--- src/rtl/decode_control_pkg.sv ---
// Shared encodings for the multi-cycle decode controller: opcodes, functs,
// FSM states, ALU operations and the instruction classes the decoder produces.
package decode_control_pkg;

  localparam logic [5:0] OP_RTYPE = 6'h00;
  localparam logic [5:0] OP_J     = 6'h02;
  localparam logic [5:0] OP_JAL   = 6'h03;
  localparam logic [5:0] OP_BNE   = 6'h05;
  localparam logic [5:0] OP_XORI  = 6'h0E;
  localparam logic [5:0] OP_LW    = 6'h23;
  localparam logic [5:0] OP_SW    = 6'h2B;

  localparam logic [5:0] FN_JR    = 6'h08;
  localparam logic [5:0] FN_ADD   = 6'h20;
  localparam logic [5:0] FN_SUB   = 6'h22;
  localparam logic [5:0] FN_SLT   = 6'h2A;

  localparam logic [1:0] DST_RT   = 2'd0;
  localparam logic [1:0] DST_RD   = 2'd1;
  localparam logic [1:0] DST_R31  = 2'd2;

  typedef enum logic [2:0] {
    S_FETCH  = 3'd0,
    S_DECODE = 3'd1,
    S_EXEC   = 3'd2,
    S_MEM    = 3'd3,
    S_WB     = 3'd4
  } state_t;

  typedef enum logic [1:0] {
    ALU_ADD = 2'd0,
    ALU_SUB = 2'd1,
    ALU_XOR = 2'd2,
    ALU_SLT = 2'd3
  } alu_op_t;

  typedef enum logic [3:0] {
    IC_ILLEGAL, IC_LW, IC_SW, IC_J, IC_JAL, IC_JR, IC_BNE, IC_XORI, IC_RALU
  } iclass_t;

  // True in the last state of an instruction, where the PC gets updated.
  function automatic logic is_final(input state_t s, input iclass_t c);
    case (s)
      S_EXEC:  return (c inside {IC_J, IC_JAL, IC_JR, IC_BNE, IC_ILLEGAL});
      S_MEM:   return (c == IC_SW);
      S_WB:    return 1'b1;
      default: return 1'b0;
    endcase
  endfunction

endpackage

--- src/rtl/decode_control_opcode_decode.sv ---
// Combinational map from opcode/funct to instruction class and ALU operation.
module opcode_decode
  import decode_control_pkg::*;
(
  input  logic [5:0] opcode,
  input  logic [5:0] funct,
  output iclass_t    iclass,
  output alu_op_t    alu_op
);

  always_comb begin
    iclass = IC_ILLEGAL;
    alu_op = ALU_ADD;
    case (opcode)
      OP_RTYPE: begin
        case (funct)
          FN_ADD:  begin iclass = IC_RALU; alu_op = ALU_ADD; end
          FN_SUB:  begin iclass = IC_RALU; alu_op = ALU_SUB; end
          FN_SLT:  begin iclass = IC_RALU; alu_op = ALU_SLT; end
          FN_JR:   iclass = IC_JR;
          default: iclass = IC_ILLEGAL;
        endcase
      end
      OP_LW:   iclass = IC_LW;
      OP_SW:   iclass = IC_SW;
      OP_J:    iclass = IC_J;
      OP_JAL:  iclass = IC_JAL;
      OP_BNE:  begin iclass = IC_BNE;  alu_op = ALU_SUB; end
      OP_XORI: begin iclass = IC_XORI; alu_op = ALU_XOR; end
      default: iclass = IC_ILLEGAL;
    endcase
  end

endmodule

--- src/rtl/decode_control.sv ---
// Multi-cycle Moore control FSM: FETCH/DECODE/EXEC/MEM/WB with strobes
// decoded from the current state and the latched instruction register.
module decode_control
  import decode_control_pkg::*;
(
  input  logic        clk,
  input  logic        reset_n,
  input  logic [31:0] instr,
  input  logic        zero,
  input  logic        stall,
  output logic        write_pc,
  output logic        is_branch,
  output logic        is_jump,
  output logic [15:0] branch_addr,
  output logic [25:0] jump_addr,
  output logic [4:0]  rs,
  output logic [4:0]  rt,
  output logic        reg_we,
  output logic        mem_we,
  output logic        mem_to_reg,
  output logic        alu_src,
  output logic        is_jr,
  output logic [1:0]  reg_dst,
  output logic [1:0]  alu_op,
  output logic        illegal,
  output logic [2:0]  state
);

  state_t      r_state;
  logic [31:0] r_ir;
  iclass_t     w_class;
  alu_op_t     w_alu_op;
  logic        w_go;
  logic        w_active;

  opcode_decode u_opcode_decode (
    .opcode (r_ir[31:26]),
    .funct  (r_ir[5:0]),
    .iclass (w_class),
    .alu_op (w_alu_op)
  );

  always_ff @(posedge clk) begin
    if (!reset_n) begin
      r_state <= S_FETCH;
      r_ir    <= '0;
    end else if (!stall) begin
      case (r_state)
        S_FETCH: begin
          r_ir    <= instr;
          r_state <= S_DECODE;
        end
        S_DECODE: r_state <= S_EXEC;
        S_EXEC: begin
          case (w_class)
            IC_LW, IC_SW:     r_state <= S_MEM;
            IC_RALU, IC_XORI: r_state <= S_WB;
            default:          r_state <= S_FETCH;
          endcase
        end
        S_MEM:   r_state <= (w_class == IC_LW) ? S_WB : S_FETCH;
        default: r_state <= S_FETCH;
      endcase
    end
  end

  // Side-effecting strobes are suppressed while frozen or being reset, so a
  // held state emits its pulse once, on the cycle it is finally allowed to move.
  assign w_go     = reset_n && !stall;
  assign w_active = (r_state != S_FETCH);

  assign write_pc   = w_go && is_final(r_state, w_class);
  assign is_jump    = write_pc && (w_class inside {IC_J, IC_JAL});
  assign is_jr      = write_pc && (w_class == IC_JR);
  assign is_branch  = write_pc && (w_class == IC_BNE) && !zero;

  assign reg_we     = w_go && (((r_state == S_WB) && (w_class inside {IC_LW, IC_RALU, IC_XORI}))
                             || ((r_state == S_EXEC) && (w_class == IC_JAL)));
  assign mem_we     = w_go && (r_state == S_MEM) && (w_class == IC_SW);
  assign mem_to_reg = (r_state == S_WB) && (w_class == IC_LW);
  assign illegal    = w_go && (r_state == S_EXEC) && (w_class == IC_ILLEGAL);

  assign alu_src    = w_active && (w_class inside {IC_LW, IC_SW, IC_XORI});
  assign alu_op     = w_active ? w_alu_op : ALU_ADD;
  assign reg_dst    = !w_active             ? DST_RT  :
                      (w_class == IC_RALU)  ? DST_RD  :
                      (w_class == IC_JAL)   ? DST_R31 : DST_RT;

  assign branch_addr = r_ir[15:0];
  assign jump_addr   = r_ir[25:0];
  assign rs          = r_ir[25:21];
  assign rt          = r_ir[20:16];
  assign state       = r_state;

endmodule

--- config.mk ---
export PLATFORM = sky130hd
export DESIGN_NAME = decode_control
export DESIGN_NICKNAME = d
export VERILOG_FILES = /design/src/rtl/decode_control_pkg.sv /design/src/rtl/decode_control_opcode_decode.sv /design/src/rtl/decode_control.sv
export SDC_FILE = /design/constraint.sdc
export NUM_CORES = 1
export LEC_CHECK = 0
export ABC_CLOCK_PERIOD_IN_PS = 7200
export BUFFER_PORTS_ARGS = -buffer_cell sky130_fd_sc_hd__buf_4
export CORE_MARGIN = 2
export CORE_UTILIZATION = 40
export DETAILED_ROUTE_END_ITERATION = 7
export PLACE_DENSITY = 0.71
export SETUP_SLACK_MARGIN = 0.1
export SLEW_MARGIN = 5
export SYNTH_ARGS = -nofsm -noshare
export SYNTH_HDL_FRONTEND = slang
export SYNTH_HIERARCHICAL = 1
export SYNTH_SLANG_ARGS = --single-unit
--- constraint.sdc ---
create_clock -name clk -period 7.2 [get_ports clk]
set_input_delay 1.44 -clock clk [delete_from_list [all_inputs] [get_ports clk]]
set_output_delay 1.44 -clock clk [all_outputs]
set_load 0.01 [all_outputs]
==> results.cfg, run 1 <==
[outcome]
status = completed

[sta]
fin_crit_sh_pct = 65.3
max_freq_mhz = 213
slew_violations = 0
worst_pin_slew_ps = 1050
hold_viol = 0
fin_skew_ps = 8.32
setup_tns_ps = 0
finalSetupViolations = 0
rsz0062_at_grt = no
fin_crit_ps = 4700
slew_headroom_pct = 30.2
holdWs_ps = 469

[min_path]
hold_class = reg2reg

[placed_design]
detailed_place_hpwl_um = 3600
port_buffers = 103
gp_congestion = 0.864
postPlaceCellArea_um2 = 2720

[power_and_ir_drop]
p_total_mw = 0.504
vdd.ir_drop.worst_v = 0.0000864
p_leak_nw = 1.21
power_density_nw_per_um2 = 179

[synth]
synth_cell_types = 46
ys_seq_area_share_pct = 30.5
syn_inst = 288
ys_ff_latch = 35
synthArstFlopShare_pct = 0
syn-num-nets = 324
synth_top_area_cell = dfxtp_1
synth_edf_count = 0
netlist_top_cells_area = dfxtp_1 31%, buf_4 17%, nand2_1 11%, a21boi_1 6.9%, a21boi_0 4.2%
yosys_most_used_dff = dfxtp_1
syn_area_um2 = 2300
syn_area_per_cell_um2 = 7.98
synth_top_area_share_pct = 30.5
synth_warnings = 6

[global_route]
grtUsageTotal_pct = 15.8
grt_pass1_vias = 1780
grt_overflow_total = 0
antenna_found_initial = 0
grt_first_pass_wirelength_um = 8090
grt_max_degree = 37

[final_layout]
mostFrequentLayoutCells = 107 x buf_4, 69 x nand2_1, 35 x dfxtp_1, 21 x a21boi_1, 13 x a21boi_0
final_area_um2 = 2820
layout_commonest_cell = buf_4
diodes = 0
fill_cells = 563
synthToLayoutAreaGrowth_pct = 22.7
drive_gt1_share_pct = 37.0
nNetsFinal = 367

[job]
drv_cap = 0

[drt]
route.vias.total = 2011
dr.pass1.iters = 4
drt-total-wl_um = 4940
drc = 0
dr.first_iter.drc_count = 105
routedWlPerCell_um = 12.2
drt-vias-per-instance = 4.98
ant_nets = 0

[clocking]
clk_latency_ps = 280
h-tree-depth = 2
cts_hold_buf = 0
cts_tree = done
max-clock-path-buffers = 2
cts.sinks = 35
cts_resized = 0
clockRootBuffer = clkbuf_8
clk_pin_slew_worst_paths_ps = 70
cts_buffers = 5
cts_setup_buffers = 0

[floorplan]
core_um2 = 5540
num_rows = 27
die_area_um2 = 6360
die_h_um = 79.8
die_w_um = 79.8
io_pins = 104
start_util_pct = 41.5

[setup_path]
path_cells = xor2_1, or4b_1, a21oi_1, nor2b_1, a31oi_1, a2111oi_1, buf_4
critPathKind = reg2out
crit_family = compound AO/OA/AOI/OAI gates
end_kind = output port
slowest_stage = a21oi_1
crit_arrival_ps = 3260
max_stage_delay_ps = 700
crit_buf_inv = 1
path_max_fanout = 14
cp-start-kind = register
required_ps = 5760
## cell type report
| type | instances | area (um2) | area share [%] |
|---|---|---|---|
| clock buffer | 7 | 96.3 | 3.42 |
| clock inverter | 1 | 7.51 | 0.266 |
| inverter | 2 | 7.51 | 0.266 |
| multi-input combinational | 180 | 1110 | 39.5 |
| sequential | 35 | 701 | 24.9 |
| tap | 72 | 90.1 | 3.20 |
| timing repair buffer | 107 | 803 | 28.5 |
## Yosys cell counts (all sizes together), types with 2 or more instances
library cell and count:
nand2b 4, o211ai 2, inv 2, nor2 5
nor3 3, o31a 2, nand4b 2, nand4 2
clkbuf 8, buf 63, or3 2, dfxtp 35
nor4 4, nand2 69, or4b 2, a21boi 34
nor2b 8, nand3 4, xor2 3, a2111oi 3
nor4b 7, and4b 2, a21oi 6
## logic make-up (layout without fill, tap and decap cells)
logic type	after synthesis	after routing	synth area share [%]
xor gates and xnor gates	4	4	1.53
and+or+nand+nor	119	119	27.8
AOI/OAI and AO/OA	57	57	18.8
buffers and inverters	73	117	21.4
DFF	35	35	30.5
## path summary, 6_finish.rpt
path / from / to / slack, ps / cells after the start
hold reg to reg: r_ir[12] / r_ir[12] / 470 / 2
setup reg to reg: r_ir[28] / state[0] / 4630 / 6
setup / recovery: r_ir[28] / is_jump / 2500 / 7
hold / removal: r_ir[12] / r_ir[12] / 470 / 2
## metal layers
layer / routed length, um / track usage [%] / vias to the layer above
met1: 2120 / 19.0 / 917
met3: 355 / 4.19 / 7
li1: - / - / 1019
met5: 0 / 0 / -
met2: 2400 / 27.5 / 68
met4: 67 / 4.58 / 0
## tightest hold or removal path, cell delays in order, from the launching register on
cell and delay, ps:
dfxtp_1 320, nand2_1 50, a21boi_1 50
## per-stage QoR
step / instances / utilization (%) / setup WS (ps)
6_report: 404 / 50.9 / 2500
5_1_grt: 404 / 50.9 / 2150
4_1_cts: 404 / 50.9 / 2490
3_5_place_dp: 396 / 49.0 / 2800
3_3_place_gp: 396 / 49.0 / 2960
2_1_floorplan: 288 / - / 3420
## sequential cells by signal (all words and copies together), names as in the netlist
signal  cells
r_ir       32
state       3
## where the power goes
part | switching, mW | internal (mW) | total (mW)
clock network | 0.0683 | 0.0870 | 0.155
registers | 0.0177 | 0.207 | 0.225
logic | 0.0602 | 0.0634 | 0.124
total | 0.146 | 0.358 | 0.504
Note: power is estimated with default switching activity, not from simulation.
==> run 2: changes to the inputs <==
Settings changed: ABC_CLOCK_PERIOD_IN_PS 7200 to 3750, PLACE_DENSITY 0.71 to 0.74.
Clock period 7.2 ns to 3.75 ns, I/O delays scaled along.
==> results.cfg, run 2 (same netlist as run 1, synthesis figures left out) <==
[drt]
route.vias.total = 2020
dr.first_iter.drc_count = 100
drt-total-wl_um = 5040
dr.pass1.iters = 4
drc = 0
routedWlPerCell_um = 12.4
drt-vias-per-instance = 4.99
ant_nets = 0

[global_route]
grt_max_degree = 37
grt_overflow_total = 0
antenna_found_initial = 0
grt_first_pass_wirelength_um = 8090
grtUsageTotal_pct = 15.4
grt_pass1_vias = 1822

[power_and_ir_drop]
power_density_nw_per_um2 = 332
p_total_mw = 0.940
vdd.ir_drop.worst_v = 0.000167
p_leak_nw = 1.21

[placed_design]
dp_slack_ps = 488
postPlaceCellArea_um2 = 2720
gp_congestion = 0.860
dpl.cell_count = 397
detailed_place_hpwl_um = 3580
port_buffers = 103

[sta]
hold_viol = 0
rsz0062_at_grt = no
fin_ws_ps = 327
slew_violations = 0
fin_skew_ps = 7.14
worst_pin_slew_ps = 1080
slew_headroom_pct = 27.8
setup_tns_ps = 0
fin_crit_sh_pct = 91.3
max_freq_mhz = 292
finalSetupViolations = 0
holdWs_ps = 468
fin_crit_ps = 3420

[clocking]
max-clock-path-buffers = 2
cts.sinks = 35
cts_tree = done
clk_latency_ps = 280
h-tree-depth = 2
cts_hold_buf = 0
clk_pin_slew_worst_paths_ps = 80
clockRootBuffer = clkbuf_8
cts_buffers = 5

[floorplan]
die_area_um2 = 6360
die_h_um = 79.8
core_um2 = 5540
start_util_pct = 41.5
io_pins = 104
num_rows = 27
die_w_um = 79.8

[final_layout]
drive_gt1_share_pct = 38.7
regMostFlops = r_ir
layout_commonest_cell = buf_4
fin_cells = 405
synthToLayoutAreaGrowth_pct = 23.5
final_area_um2 = 2840
largest_reg_flops = 32
mostFrequentLayoutCells = 108 x buf_4, 69 x nand2_1, 35 x dfxtp_1, 21 x a21boi_1, 13 x a21boi_0
post-route-util_pct = 51.2
diodes = 0
nNetsFinal = 368

[setup_path]
cp-start-kind = register
crit_buf_inv = 1
crit_family = compound AO/OA/AOI/OAI gates
end_kind = output port
path_max_fanout = 9
crit_arrival_ps = 2670
critPathKind = reg2out
max_stage_delay_ps = 490
slowest_stage = or4b_1
path_cells = xor2_1, or4b_1, a21oi_2, nor2b_2, a31oi_2, a2111oi_1, buf_4
required_ps = 3000

[outcome]
status = completed

[min_path]
hold_class = reg2reg

[job]
drv_cap = 0
[run 2: cell count changes in the layout (fill, tap and decap cells not counted)]
cell	previous run	this run
a21oi_1	6	5
a2111oi_1	2	1
clkinv_2	0	1
nor2b_2	0	1
a31oi_2	0	1
a21oi_2	0	1
o32ai_2	0	1
a2111oi_2	1	2
o32ai_1	1	0
a31oi_1	1	0
nor2b_1	8	7
buf_4	107	108
clkbuf_8	7	5
clkinvlp_4	1	2
[run 2: cell type report]
class	instances	area, um2
Sequential cell	35	701
Multi-Input combinational cell	180	1140
Tap cell	72	90.1
Timing Repair Buffer	108	811
Fill cell	550	2700
Clock inverter	3	20.0
Clock buffer	5	68.8
Inverter	2	7.51
[run 2: what timing repair did]
item	4_1_cts	5_1_grt
setup endpoints to repair	0	4
setup buffers	0	0
gates resized for setup	0	5
[run 2: worst register-to-register path, delay by kind of cell, from the launching register on]
family          cells  cell delay [ps]
buf+inv             1              250
simple gates        3              800
compound gates      3              630
flops               1              390
[run 2: worst paths after layout]
path         depth (start not counted)     start  slack, ps       end
min                                  2  r_ir[17]        470  r_ir[17]
min reg2reg                          2  r_ir[17]        470  r_ir[17]
max                                  7  r_ir[28]        330   is_jump
max reg2reg                          7  r_ir[26]       1620  state[2]
[run 2: power by group]
group	leakage [nW]	switching (mW)	internal, mW	total (mW)
registers	0.287	0.0349	0.398	0.433
logic	0.884	0.118	0.124	0.242
clock network	0.0402	0.136	0.129	0.266
total	1.21	0.289	0.651	0.940
[run 2: routing by layer]
layer | global-route usage, % | wire [um]
met1 | 18.7 | 2100
met2 | 27.1 | 2500
met3 | 4.86 | 437
met4 | 2.54 | 0
met5 | 0 | 0
